==> config.mk <==
export PLATFORM = sky130hd
export DESIGN_NAME = rgmii_tx
export DESIGN_NICKNAME = d
export VERILOG_FILES = /design/src/rtl/mac_pkg.sv /design/src/rtl/crc32_d8.sv /design/src/rtl/rgmii_tx.sv
export SDC_FILE = /design/constraint.sdc
export NUM_CORES = 1
export LEC_CHECK = 0
export ABC_AREA = 1
export CAP_MARGIN = 10
export CORE_MARGIN = 10
export CORE_UTILIZATION = 25
export CTS_CLUSTER_DIAMETER = 40
export DETAILED_ROUTE_END_ITERATION = 6
export SYNTH_ARGS = -nofsm -noshare
export SYNTH_HDL_FRONTEND = slang
export SYNTH_SLANG_ARGS = --single-unit
==> constraint.sdc <==
create_clock -name sys_clk -period 6.7 [get_ports sys_clk]
set_input_delay 1.34 -clock sys_clk [delete_from_list [all_inputs] [get_ports sys_clk]]
set_output_delay 1.34 -clock sys_clk [all_outputs]
set_load 0.005 [all_outputs]
==> src/rtl/mac_pkg.sv <==
// Shared definitions for the Ethernet MAC datapath: transmit FSM states,
// framing constants and the CRC-32 parameters used on both TX and RX sides.
package mac_pkg;

    typedef enum logic [2:0] {
        IDLE     = 3'd0,
        PREAMBLE = 3'd1,
        SFD      = 3'd2,
        DATA     = 3'd3,
        PAD      = 3'd4,
        FCS      = 3'd5,
        FLUSH    = 3'd6,
        IFG      = 3'd7
    } tx_state_t;

    localparam logic [7:0]  PREAMBLE_BYTE = 8'h55;
    localparam logic [7:0]  SFD_BYTE      = 8'hD5;
    localparam logic [31:0] CRC_POLY      = 32'hEDB88320;
    localparam logic [31:0] CRC_INIT      = 32'hFFFFFFFF;
    localparam int          PREAMBLE_LEN  = 7;

    localparam int          BYTE_CNT_W    = 11;
    localparam logic [10:0] BYTE_CNT_MAX  = 11'h7FF;

    // Increment the frame byte counter, sticking at its maximum so that very
    // long frames never wrap back into the "needs padding" range.
    function automatic logic [10:0] sat_inc(input logic [10:0] v);
        if (v == BYTE_CNT_MAX) begin
            return v;
        end else begin
            return v + 11'd1;
        end
    endfunction

endpackage

==> src/rtl/crc32_d8.sv <==
// One-byte step of the reflected Ethernet CRC-32. Purely combinational so it
// can be shared by the transmit FCS generator and a receive-side checker.
module crc32_d8
    import mac_pkg::*;
(
    input  logic [31:0] crc_in,
    input  logic [7:0]  data_in,
    output logic [31:0] crc_out
);

    logic [31:0] c_s;

    // Fold the byte in LSB first, shifting out one bit per iteration.
    always_comb begin
        c_s = crc_in ^ {24'd0, data_in};
        for (int i = 0; i < 8; i++) begin
            if (c_s[0]) begin
                c_s = (c_s >> 1) ^ CRC_POLY;
            end else begin
                c_s = c_s >> 1;
            end
        end
        crc_out = c_s;
    end

endmodule

==> src/rtl/rgmii_tx.sv <==
// RGMII transmit framer: wraps a payload byte stream with preamble, SFD,
// minimum-size padding and FCS, then enforces the inter-frame gap. Produces
// rise/fall nibbles and control bits for external DDR output registers.
module rgmii_tx
    import mac_pkg::*;
#(
    parameter int P_MIN_FRAME = 60,
    parameter int P_IFG       = 12
) (
    input  logic       sys_clk,
    input  logic       sys_rst,
    input  logic [7:0] tx_data,
    input  logic       tx_data_valid,
    input  logic       tx_data_last,
    input  logic       tx_data_error,
    output logic       tx_data_ready,
    output logic [3:0] tx_rgmii_d_rise,
    output logic [3:0] tx_rgmii_d_fall,
    output logic       tx_rgmii_ctl_rise,
    output logic       tx_rgmii_ctl_fall
);

    localparam logic [10:0] MIN_CNT  = 11'(P_MIN_FRAME);
    localparam logic [15:0] IFG_LAST = 16'(P_IFG - 1);
    localparam logic [2:0]  PRE_LAST = 3'(PREAMBLE_LEN - 1);

    tx_state_t   state_r;
    logic [2:0]  pre_cnt_r;
    logic [1:0]  fcs_cnt_r;
    logic [15:0] ifg_cnt_r;
    logic [10:0] byte_cnt_r;
    logic [10:0] byte_cnt_inc_s;
    logic [31:0] crc_r;
    logic [31:0] crc_next_s;
    logic [31:0] fcs_word_s;
    logic [7:0]  crc_byte_s;
    logic [7:0]  fcs_byte_s;
    logic [7:0]  emit_byte_s;
    logic        emit_en_s;
    logic        emit_er_s;

    // Ready depends only on the registered state, never on tx_data_valid.
    assign tx_data_ready  = (state_r == DATA) || (state_r == FLUSH);
    assign byte_cnt_inc_s = sat_inc(byte_cnt_r);
    assign fcs_word_s     = ~crc_r;

    // Pad bytes enter the CRC as zeros; payload bytes come straight from input.
    always_comb begin
        if (state_r == DATA) begin
            crc_byte_s = tx_data;
        end else begin
            crc_byte_s = 8'h00;
        end
    end

    crc32_d8 u_crc32_d8 (
        .crc_in  (crc_r),
        .data_in (crc_byte_s),
        .crc_out (crc_next_s)
    );

    // Pick the FCS byte for the current position, low byte first.
    always_comb begin
        fcs_byte_s = 8'h00;
        case (fcs_cnt_r)
            2'd0:    fcs_byte_s = fcs_word_s[7:0];
            2'd1:    fcs_byte_s = fcs_word_s[15:8];
            2'd2:    fcs_byte_s = fcs_word_s[23:16];
            2'd3:    fcs_byte_s = fcs_word_s[31:24];
            default: fcs_byte_s = 8'h00;
        endcase
    end

    // Decide what goes on the wire at the next clock edge.
    always_comb begin
        emit_byte_s = 8'h00;
        emit_en_s   = 1'b0;
        emit_er_s   = 1'b0;
        case (state_r)
            IDLE: begin
                if (tx_data_valid) begin
                    emit_byte_s = PREAMBLE_BYTE;
                    emit_en_s   = 1'b1;
                end else begin
                    emit_byte_s = 8'h00;
                    emit_en_s   = 1'b0;
                end
            end
            PREAMBLE: begin
                emit_byte_s = PREAMBLE_BYTE;
                emit_en_s   = 1'b1;
            end
            SFD: begin
                emit_byte_s = SFD_BYTE;
                emit_en_s   = 1'b1;
            end
            DATA: begin
                if (tx_data_valid) begin
                    emit_byte_s = tx_data;
                    emit_en_s   = 1'b1;
                    emit_er_s   = tx_data_error;
                end else begin
                    // Underrun: poison the frame so the link partner drops it.
                    emit_byte_s = 8'h00;
                    emit_en_s   = 1'b1;
                    emit_er_s   = 1'b1;
                end
            end
            PAD: begin
                emit_byte_s = 8'h00;
                emit_en_s   = 1'b1;
            end
            FCS: begin
                emit_byte_s = fcs_byte_s;
                emit_en_s   = 1'b1;
            end
            FLUSH:   emit_en_s = 1'b0;
            IFG:     emit_en_s = 1'b0;
            default: emit_en_s = 1'b0;
        endcase
    end

    // Framing FSM with its counters, running CRC and registered RGMII outputs.
    always_ff @(posedge sys_clk or posedge sys_rst) begin
        if (sys_rst) begin
            state_r           <= IDLE;
            pre_cnt_r         <= 3'd0;
            fcs_cnt_r         <= 2'd0;
            ifg_cnt_r         <= 16'd0;
            byte_cnt_r        <= 11'd0;
            crc_r             <= CRC_INIT;
            tx_rgmii_d_rise   <= 4'd0;
            tx_rgmii_d_fall   <= 4'd0;
            tx_rgmii_ctl_rise <= 1'b0;
            tx_rgmii_ctl_fall <= 1'b0;
        end else begin
            tx_rgmii_d_rise   <= emit_byte_s[3:0];
            tx_rgmii_d_fall   <= emit_byte_s[7:4];
            tx_rgmii_ctl_rise <= emit_en_s;
            tx_rgmii_ctl_fall <= emit_en_s ^ emit_er_s;
            case (state_r)
                IDLE: begin
                    fcs_cnt_r <= 2'd0;
                    if (tx_data_valid) begin
                        state_r   <= PREAMBLE;
                        pre_cnt_r <= 3'd1;
                    end
                end
                PREAMBLE: begin
                    if (pre_cnt_r == PRE_LAST) begin
                        state_r <= SFD;
                    end else begin
                        pre_cnt_r <= pre_cnt_r + 3'd1;
                    end
                end
                SFD: begin
                    state_r    <= DATA;
                    crc_r      <= CRC_INIT;
                    byte_cnt_r <= 11'd0;
                end
                DATA: begin
                    if (tx_data_valid) begin
                        crc_r      <= crc_next_s;
                        byte_cnt_r <= byte_cnt_inc_s;
                        if (tx_data_last) begin
                            fcs_cnt_r <= 2'd0;
                            state_r   <= (byte_cnt_inc_s < MIN_CNT) ? PAD : FCS;
                        end
                    end else begin
                        state_r <= FLUSH;
                    end
                end
                PAD: begin
                    crc_r      <= crc_next_s;
                    byte_cnt_r <= byte_cnt_inc_s;
                    fcs_cnt_r  <= 2'd0;
                    if (byte_cnt_inc_s >= MIN_CNT) begin
                        state_r <= FCS;
                    end
                end
                FCS: begin
                    if (fcs_cnt_r == 2'd3) begin
                        state_r   <= IFG;
                        ifg_cnt_r <= 16'd0;
                    end else begin
                        fcs_cnt_r <= fcs_cnt_r + 2'd1;
                    end
                end
                FLUSH: begin
                    if (tx_data_valid && tx_data_last) begin
                        state_r   <= IFG;
                        ifg_cnt_r <= 16'd0;
                    end
                end
                IFG: begin
                    if (ifg_cnt_r == IFG_LAST) begin
                        state_r <= IDLE;
                    end else begin
                        ifg_cnt_r <= ifg_cnt_r + 16'd1;
                    end
                end
                default: state_r <= IDLE;
            endcase
        end
    end

endmodule
==> reports/summary.txt, run 1 <==
Post-route setup TNS - 0 ps
Initial Util - 0.2525
Sw Ratio - 0.4968
R2r startpoint - state_r[2]
Min cycle time layout - 3943 ps
Final setup violating endpoints - 0
DRC Markers - 0
CP Data Arrival Time - 4230 ps
Delay-heaviest family, CP - buffers and inverters
Flop2flop setup slack - 3450 ps
Wire length on met3 - 674 um
Fin nets - 757
Clock Tree Root - clkbuf_16
Die Ht - 165.2 um
Post-synthesis sequential area ratio - 0.3730
Tot Pwr - 3.495 mW
Post-CTS setup buffer count - 0
Antenna cells - 0
First-pass GRT wire length - 23030 um
H-tree depth - 3
Clock skew - 9.482 ps
Die Footprint - 27300 um2
CTS buffer count - 9
CP max-delay cell - clkinv_1
I/O Buffers - 23
Largest net degree at the start of global routing - 78
Die width - 165.2 um
Worst setup path end - crc_r[20]
WL final - 14320 um
Cell area after synthesis - 5274 um2
Maxcap violations - 0
Initial antenna violation count - 0
Clock share of power - 0.156
Most frequent cells in the layout - 185 x nand2_1, 104 x inv_1, 50 x nand3_1
Final Max Tran Viols - 0
Via Count - 4727
Pleak - 2.814 nW
GRT Util Overall - 0.1052
Routed Antenna Nets - 0
WL per Instance - 14.09 um
Avg Cell Area, Syn - 7.386 um2
Cells after synthesis - 714
Worst slew margin - 0.2924
Combinational share of power - 0.590
Most common cell after layout, fill and taps aside - nand2_1
Synth unique cells - 43
Yosys warns - 0
Register share of total power - 0.254
Vias per inst - 4.653
Layout cells sized above 1 - 0.1255
Reg2reg end - crc_r[20]
Num ports - 24
FF+latch count, synth - 77
Psw - 1.736 mW
Congestion Overflow GR - 0
Routed met2 length - 6503 um
HP Class - reg2reg
Top_reg_cell synth - dfrtp_1
EDFF count, synth - 0
Drt pass-1 iters - 5
Worst-margin pin slew - 1055 ps
P&R area growth vs syn - 15.66%
Clock Pin Slew Worst Setup and Hold Paths - 70 ps
CP Depth - 9
Gp weighted congestion - 0.8943
Tcrit/Tclk final - 0.5884
Crit path kind - in2reg
Max Fclk - 253.6 MHz
CP endpoint kind - flip-flop
CP Data Required Time - 6980 ps
Critical path fanouts, max - 35
Worst skew pair latency - 350 ps
Outcome - completed
Critical path's largest stage delay - 860 ps
Clk sink count - 77
Cells along the critical path - clkdlybuf4s50_1, nor2_1, nor2_2, buf_4, nor2_4, clkinv_1, or2_2, nand2_1, inv_1
TritonCTS clock tree - built
Highest metal used - met4
Clk buf depth - 2
Worst R2R Path Depth - 10
Startpoint types - input port
Cell-internal power - 1.759 mW
Core footprint - 20890 um2
Post-synth ARST share - 1.000
Vias in the first global route - 4303
Critical Path Source - tx_data_valid
HPWL Detailed - 10040 um
Mapped Nets - 735
Core Rows - 53
Metal1 wirelength - 6874 um
RSZ-0062 raised after global routing - no
Hold Violations, Final - 0
Bufs and invs on worst path - 4
# hold bufs at CTS - 0
P per Cell Area - 573.0 nW/um2
Number of fill cells - 2236
Maximum vdd drop - 0.0001440 V
Iter 0 DRT Violations - 396
Post-CTS Resized - 0
[stage by stage]
step / worst slack (ps) / hold WS, ps / utilization / std cells / instance area, um2
final: 2757 / 513.9 / 0.2920 / 1016 / 6100
after global routing: 2533 / 545.6 / 0.2920 / 1016 / 6100
after CTS: 2775 / 507.9 / 0.2920 / 1016 / 6100
after detailed placement: 2422 / 487.8 / 0.2764 / 1000 / 5773
after global placement: 2439 / 499.5 / 0.2764 / 1000 / 5773
after floorplan: 3446 / 455.5 / - / 714 / 5274
[state kept, by name (all words and copies together), names as in the netlist]
| signal | count |
|---|---|
| crc_r | 32 |
| tx_rgmii_ctl_rise | 1 |
| byte_cnt_r | 11 |
| fcs_cnt_r | 2 |
| state_r | 3 |
| pre_cnt_r | 3 |
| tx_rgmii_d_fall | 4 |
| tx_rgmii_ctl_fall | 1 |
| ifg_cnt_r | 16 |
| tx_rgmii_d_rise | 4 |
[worst min path at each step]
stage / from / to / slack (ps) / cells past startpoint
global placement: ifg_cnt_r[3] / ifg_cnt_r[3] / 500 / 1
global route: ifg_cnt_r[3] / ifg_cnt_r[3] / 550 / 1
floorplan: ifg_cnt_r[3] / ifg_cnt_r[3] / 460 / 1
finish: ifg_cnt_r[3] / ifg_cnt_r[3] / 510 / 1
detailed placement: ifg_cnt_r[3] / ifg_cnt_r[3] / 490 / 1
CTS: ifg_cnt_r[3] / ifg_cnt_r[3] / 510 / 1
[final cells by class]
cell class	count	area (um2)	share of cell area
sequential	77	1967	0.3225
tap	275	344.1	0.05641
multi-input combinational	506	2776	0.4552
clock inverter	5	83.83	0.01374
inverter	117	440.4	0.07221
clock buffer	11	242.7	0.03979
timing repair buffer	25	245.2	0.04021
[power by group through the flow]
| stage | Combinational, mW | Clock [mW] | Sequential (mW) |
|---|---|---|---|
| 2_1_floorplan | 1.60 | 0 | 0.830 |
| 3_5_place_dp | 2.04 | 0 | 0.890 |
| 6_report | 2.06 | 0.544 | 0.887 |
| 3_3_place_gp | 2.00 | 0 | 0.887 |
| 4_1_cts | 2.05 | 0.552 | 0.885 |
| 5_1_grt | 2.31 | 0.574 | 0.910 |
[kinds of logic (layout without fill, tap and decap cells)]
family,after synthesis,count (layout),share of synthesized area
simple gates,339,339,0.2942
mux,1,1,0.002135
buf+inv,131,158,0.1006
xor+xnor,45,45,0.08327
compound gates,113,113,0.1279
fa+ha+maj,8,8,0.01898
flops,77,77,0.3730
[Yosys cell counts (3+ instances only)]
cell type,count,area share
o22ai_1,40,0.047
xor2_1,37,0.061
dfrtp_1,45,0.21
a31oi_1,4,0.0047
nor4_1,4,0.0047
dfstp_2,32,0.16
o21ai_0,35,0.033
nand2_1,185,0.13
ha_1,8,0.019
nand4_1,9,0.011
clkinv_1,5,0.0036
nand2_4,4,0.0085
inv_2,7,0.0050
buf_2,7,0.0066
xnor2_1,5,0.0083
nand3_1,50,0.047
nand2_2,18,0.021
nor2_1,40,0.028
o221ai_1,10,0.017
inv_1,105,0.075
buf_6,3,0.0064
nor3_1,16,0.015
a21oi_1,17,0.016
[per-layer routing]
layer,up-vias,track usage
li1,2369,-
met1,2224,0.1444
met2,113,0.1637
met3,21,0.01785
met4,0,0.03462
met5,-,0
[worst register-to-register path, cell delays in order (launching register included)]
cell      delay, ps
dfrtp_1         520
inv_2           190
nand3_1         110
nor2_1          220
nor2_2           60
buf_4           240
nor2_4          220
clkinv_1        860
or2_2           640
nand2_1          70
inv_1            40
Note: power is estimated with default switching activity, not from simulation.
==> inputs of run 2 (changes only) <==
- clock period: 6.7 -> 3.4 ns (I/O delays scaled with it)
==> reports/summary.txt, run 2 (synthesized netlist as in run 1, its figures left out) <==
Outcome - completed
Largest net degree at the start of global routing - 41 (-47%)
Num ports - 24 (unchanged)
Largest Register - crc_r
I/O Buffers - 23 (unchanged)
# hold bufs at CTS - 0 (unchanged)
Clock Pin Slew Worst Setup and Hold Paths - 70 ps (about the same)
Drt pass-1 iters - 5 (unchanged)
Post-CTS setup buffer count - 0 (unchanged)
Initial antenna violation count - 0 (unchanged)
Post-route setup TNS - 0 ps (unchanged)
Worst-margin pin slew - 736.7 ps (-318.1 ps)
Delay-heaviest family, CP - simple AND/OR/NAND/NOR gates
WL final - 14120 um (-1.4%)
Final setup violating endpoints - 0 (unchanged)
Number of fill cells - 2244 (+0.36%)
Min cycle time layout - 2576 ps
Worst slack at placement - 715.8 ps (-1707 ps)
CP Data Required Time - 3680 ps (-3300 ps)
Clock skew - 8.439 ps (-1.043 ps)
Gp weighted congestion - 0.8911 (-0.36%)
CP endpoint kind - flip-flop
Clk sink count - 77 (unchanged)
CP Data Arrival Time - 2850 ps (-1380 ps)
Clk buf depth - 2 (unchanged)
H-tree depth - 3 (unchanged)
Post-CTS Resized - 0 (unchanged)
Antenna cells - 0 (unchanged)
Routed Antenna Nets - 0 (unchanged)
Worst slew margin - 0.5083 (+0.2158)
P&R area growth vs syn - 15.80%
Top cell by count, worst path - nand2_1
Core Util, Final - 0.2924 (+0.0003590)
RSZ-0062 raised after global routing - no
Congestion Overflow GR - 0 (unchanged)
Max FFs per register - 32 (unchanged)
CTS buffer count - 9 (unchanged)
Die Footprint - 27300 um2 (unchanged)
Vias per inst - 4.639 (-0.28%)
Core Rows - 53 (unchanged)
TritonCTS clock tree - built
Die width - 165.2 um (unchanged)
Biggest regs - crc_r (32), ifg_cnt_r (16), byte_cnt_r (11)
Layout cells sized above 1 - 0.1292 (+0.003700)
First-pass GRT wire length - 23230 um (+0.84%)
Maxcap violations - 0 (unchanged)
Via Count - 4723 (-0.085%)
Final Max Tran Viols - 0 (unchanged)
Startpoint types - flip-flop
Most frequent cells in the layout - 185 x nand2_1, 104 x inv_1, 50 x nand3_1
HP Class - reg2reg
Max Fclk - 388.2 MHz
Cells along the critical path - nand2_4, nor2_8, nand2_2, xor2_1, nand2_1, nand2_1, nand2_1, nand2_1, inv_1, nand2_1, nand3_1, nand2_1, inv_1
Bufs and invs on worst path - 2 (-2)
Fin nets - 759 (+0.26%)
Maximum vdd drop - 0.0002882 V (+100%)
Die Ht - 165.2 um (unchanged)
CP max-delay cell - dfrtp_1
DRC Markers - 0 (unchanged)
Hold Violations, Final - 0 (unchanged)
Crit path kind - reg2reg
Pleak - 2.823 nW (+0.33%)
Tcrit/Tclk final - 0.7577
Clock Tree Root - clkbuf_16
WL per Instance - 13.87 um (-1.6%)
Initial Util - 0.2525 (unchanged)
Vias in the first global route - 4518 (+5.0%)
Critical path's largest stage delay - 600 ps (-260 ps)
P per Cell Area - 1118 nW/um2 (+95%)
Iter 0 DRT Violations - 337 (-15%)
HPWL Detailed - 10020 um (-0.21%)
GRT Util Overall - 0.1053 (+0.0001095)
PnR worst setup slack - 823.9 ps (-1933 ps)
Critical path fanouts, max - 18 (-49%)
Core footprint - 20890 um2 (unchanged)
Most common cell after layout, fill and taps aside - nand2_1
Worst skew pair latency - 340 ps (about the same)
[run 2: final cells by class]
class,count,area (um2),area share
inverters,117,440.4,0.07212
flip-flops and latches,77,1967,0.3221
multi-input cells,506,2776,0.4546
repair buffers,27,272.8,0.04466
clock inverters,7,81.33,0.01332
clock buffers,9,225.2,0.03688
well taps,275,344.1,0.05634
[run 2: worst reg2reg max path, cell delays in order, from the launching register on]
cell	delay, ps
dfrtp_1	600
nand2_4	120
nor2_8	310
nand2_2	200
xor2_1	400
nand2_1	90
nand2_1	130
nand2_1	70
nand2_1	190
inv_1	140
nand2_1	90
nand3_1	60
nand2_1	70
inv_1	30
[run 2: worst paths after layout]
| path | start | cells after the start | to | slack, ps |
|---|---|---|---|---|
| worst max-delay path | state_r[1] | 13 | crc_r[17] | 820 |
| worst min-delay path | ifg_cnt_r[0] | 1 | ifg_cnt_r[0] | 520 |
| worst max register to register | state_r[1] | 13 | crc_r[17] | 820 |
| worst min register to register | ifg_cnt_r[0] | 1 | ifg_cnt_r[0] | 520 |
| max in group asynchronous | sys_rst | 3 | crc_r[0] | 1920 |
| min in group asynchronous | sys_rst | 2 | tx_rgmii_d_fall[0] | 760 |
[run 2: where the power goes]
group | total [mW] | internal, mW | switching [mW]
Sequential | 1.75 | 1.41 | 0.344
Combinational | 4.07 | 1.42 | 2.65
Clock | 1.01 | 0.578 | 0.427
Total | 6.83 | 3.40 | 3.42
[run 2: per-layer routing]
metal,wire [um],global-route usage,up-vias
met5,0,0,-
met4,303,0.03986,0
met3,686,0.01463,21
met2,6544,0.1699,118
met1,6585,0.1397,2211
li1,-,-,2373
[run 2: stage by stage]
| stage | total power, mW | cells | cell area [um2] | hold slack, ps |
|---|---|---|---|---|
| 2_1_floorplan | 4.782 | 714 | 5274 | 455.5 |
| 3_3_place_gp | 5.768 | 1002 | 5801 | 496.6 |
| 3_5_place_dp | 5.793 | 1002 | 5801 | 496.0 |
| 4_1_cts | 6.837 | 1018 | 6107 | 514.5 |
| 5_1_grt | 7.462 | 1018 | 6107 | 541.0 |
| 6_report | 6.828 | 1018 | 6107 | 517.9 |
==> inputs of run 3 (changes only) <==
- clock period: 3.4 -> 2.3 ns (I/O delays scaled with it)
==> reports/summary.txt, run 3 (synthesized netlist as in run 1, its figures left out) <==
Outcome - completed
Reg2reg end - crc_r[9]
Antenna cells - 0 (unchanged)
Vias per inst - 4.607 (-0.70%)
Post-route setup TNS - 0 ps (unchanged)
Core Util, Final - 0.3103 (+0.01791)
Biggest regs - crc_r (32), ifg_cnt_r (16), byte_cnt_r (11)
CP Data Arrival Time - 1770 ps (-1080 ps)
DRC Markers - 0 (unchanged)
HP Class - in2async
Final Max Tran Viols - 0 (unchanged)
WL final - 14890 um (+5.5%)
Startpoint types - flip-flop
Clock Tree Root - clkbuf_16
Worst skew pair latency - 350 ps (about the same)
Critical path fanouts, max - 8 (-10)
Tot Pwr - 10.96 mW (+60%)
WL per Instance - 14.10 um (+1.7%)
Cells along the critical path - buf_4, inv_1, nand3_2, nand2_1, clkdlybuf4s50_1
Routed Antenna Nets - 0 (unchanged)
Worst-margin pin slew - 422.0 ps (-314.7 ps)
Max FFs per register - 32 (unchanged)
Hold Violations, Final - 0 (unchanged)
HPWL Detailed - 10930 um (+9.1%)
First-pass GRT wire length - 24610 um (+5.9%)
Via Count - 4865 (+3.0%)
Max Fclk - 448.5 MHz
Delay-heaviest family, CP - buffers and inverters
Min cycle time layout - 2230 ps
Layout cells sized above 1 - 0.1741 (+0.04493)
CP Data Required Time - 1840 ps (-1840 ps)
Clk sink count - 77 (unchanged)
Num ports - 24 (unchanged)
CP endpoint kind - output port
Largest net degree at the start of global routing - 29 (-29%)
I/O Buffers - 23 (unchanged)
Flop2flop setup slack - 220 ps (-600 ps)
CP max-delay cell - clkdlybuf4s50_1
Worst slew margin - 0.7157 (+0.2074)
Die Ht - 165.2 um (unchanged)
Bufs and invs on worst path - 3 (+1)
Core Rows - 53 (unchanged)
Number of fill cells - 2286 (+1.9%)
Final setup violating endpoints - 0 (unchanged)
Worst setup path end - tx_data_ready
GRT Util Overall - 0.1122 (+0.006893)
Gp weighted congestion - 0.8970 (+0.66%)
Clock skew - 10.68 ps (+2.240 ps)
Critical Path Source - state_r[0]
Die width - 165.2 um (unchanged)
Iter 0 DRT Violations - 290 (-14%)
Largest Register - crc_r
P per Cell Area - 1690 nW/um2 (+51%)
Most frequent cells in the layout - 185 x nand2_1, 104 x inv_1, 49 x nand3_1
Crit path kind - reg2out
H-tree depth - 3 (unchanged)
Vias in the first global route - 4699 (+4.0%)
Fin nets - 797 (+5.0%)
Maxcap violations - 0 (unchanged)
Core footprint - 20890 um2 (unchanged)
Initial Util - 0.2525 (unchanged)
CP Depth - 5 (-8)
Initial antenna violation count - 0 (unchanged)
Worst R2R Path Depth - 10 (-3)
Drt pass-1 iters - 4 (-1)
Critical path's largest stage delay - 500 ps (-100 ps)
Tcrit/Tclk final - 0.9695
R2r startpoint - state_r[1]
Congestion Overflow GR - 0 (unchanged)
Clock Pin Slew Worst Setup and Hold Paths - 70 ps (about the same)
Clk buf depth - 2 (unchanged)
CTS buffer count - 9 (unchanged)
Die Footprint - 27300 um2 (unchanged)
TritonCTS clock tree - built
Maximum vdd drop - 0.0005412 V (+88%)
Most common cell after layout, fill and taps aside - nand2_1
P&R area growth vs syn - 22.89%
Pleak - 3.037 nW (+7.6%)
==> run 3: cell types whose count changed in the layout (fill, tap and decap cells not counted), sizes merged <==
cell,previous run,this run
clkinv,9,8
inv,113,111
bufinv,1,3
buf,4,42
clkinvlp,1,2
==> run 3: repair_timing <==
item / 4_1_cts / 5_1_grt
setup endpoints to repair: 0 / 11
hold buffers: 0 / 0
buffers inserted: 0 / 5
resized for setup: 0 / 2
==> run 3: final cells by class <==
type,instances,area (um2),area share
multi-input cells,506,2781,0.4292
flip-flops and latches,77,1968,0.3037
repair buffers,65,595.6,0.09189
inverters,117,442.9,0.06834
well taps,275,344.1,0.05309
clock buffers,9,225.2,0.03475
clock inverters,7,123.9,0.01911
==> run 3: where the power goes <==
| part | internal (mW) | leakage [nW] | total, mW | switching [mW] |
|---|---|---|---|---|
| clock network | 1.07 | 0.166 | 1.70 | 0.634 |
| logic | 2.59 | 1.94 | 6.70 | 4.11 |
| registers | 2.09 | 0.928 | 2.56 | 0.471 |
| total | 5.74 | 3.04 | 11.0 | 5.21 |
==> run 3: worst min-delay path by stage <==
stage                          endpoint  slack, ps  cells past startpoint
final                     ifg_cnt_r[10]        410                      2
after detailed placement   ifg_cnt_r[3]        480                      1
after global routing      ifg_cnt_r[12]        450                      2
after CTS                 ifg_cnt_r[12]        410                      2
after floorplan            ifg_cnt_r[3]        460                      1
after global placement     ifg_cnt_r[3]        480                      1
==> run 3: worst register-to-register path: cells and delay by family, from the launching register on <==
kind            cells  cell delay, ps
simple gates        4             610
flops               1             410
buf+inv             4             680
compound gates      2             290
==> run 3: per-stage QoR <==
stage	hold slack (ps)	area, um2	instances	setup slack (ps)
after floorplan	455.5	5278	714	529.6
after global placement	484.6	6088	1035	1.765
after detailed placement	483.2	6088	1035	-51.62
after CTS	411.5	6437	1051	49.46
after global routing	449.9	6481	1056	-11.84
final	411.5	6481	1056	70.24
==> run 3: layer usage <==
layer / up-vias / part of all wire / GRT usage
met2: 96 / 0.45 / 0.1798
met3: 12 / 0.042 / 0.01934
met1: 2310 / 0.49 / 0.1494
met4: 0 / 0.012 / 0.03744
li1: 2447 / - / -
met5: - / 0 / 0
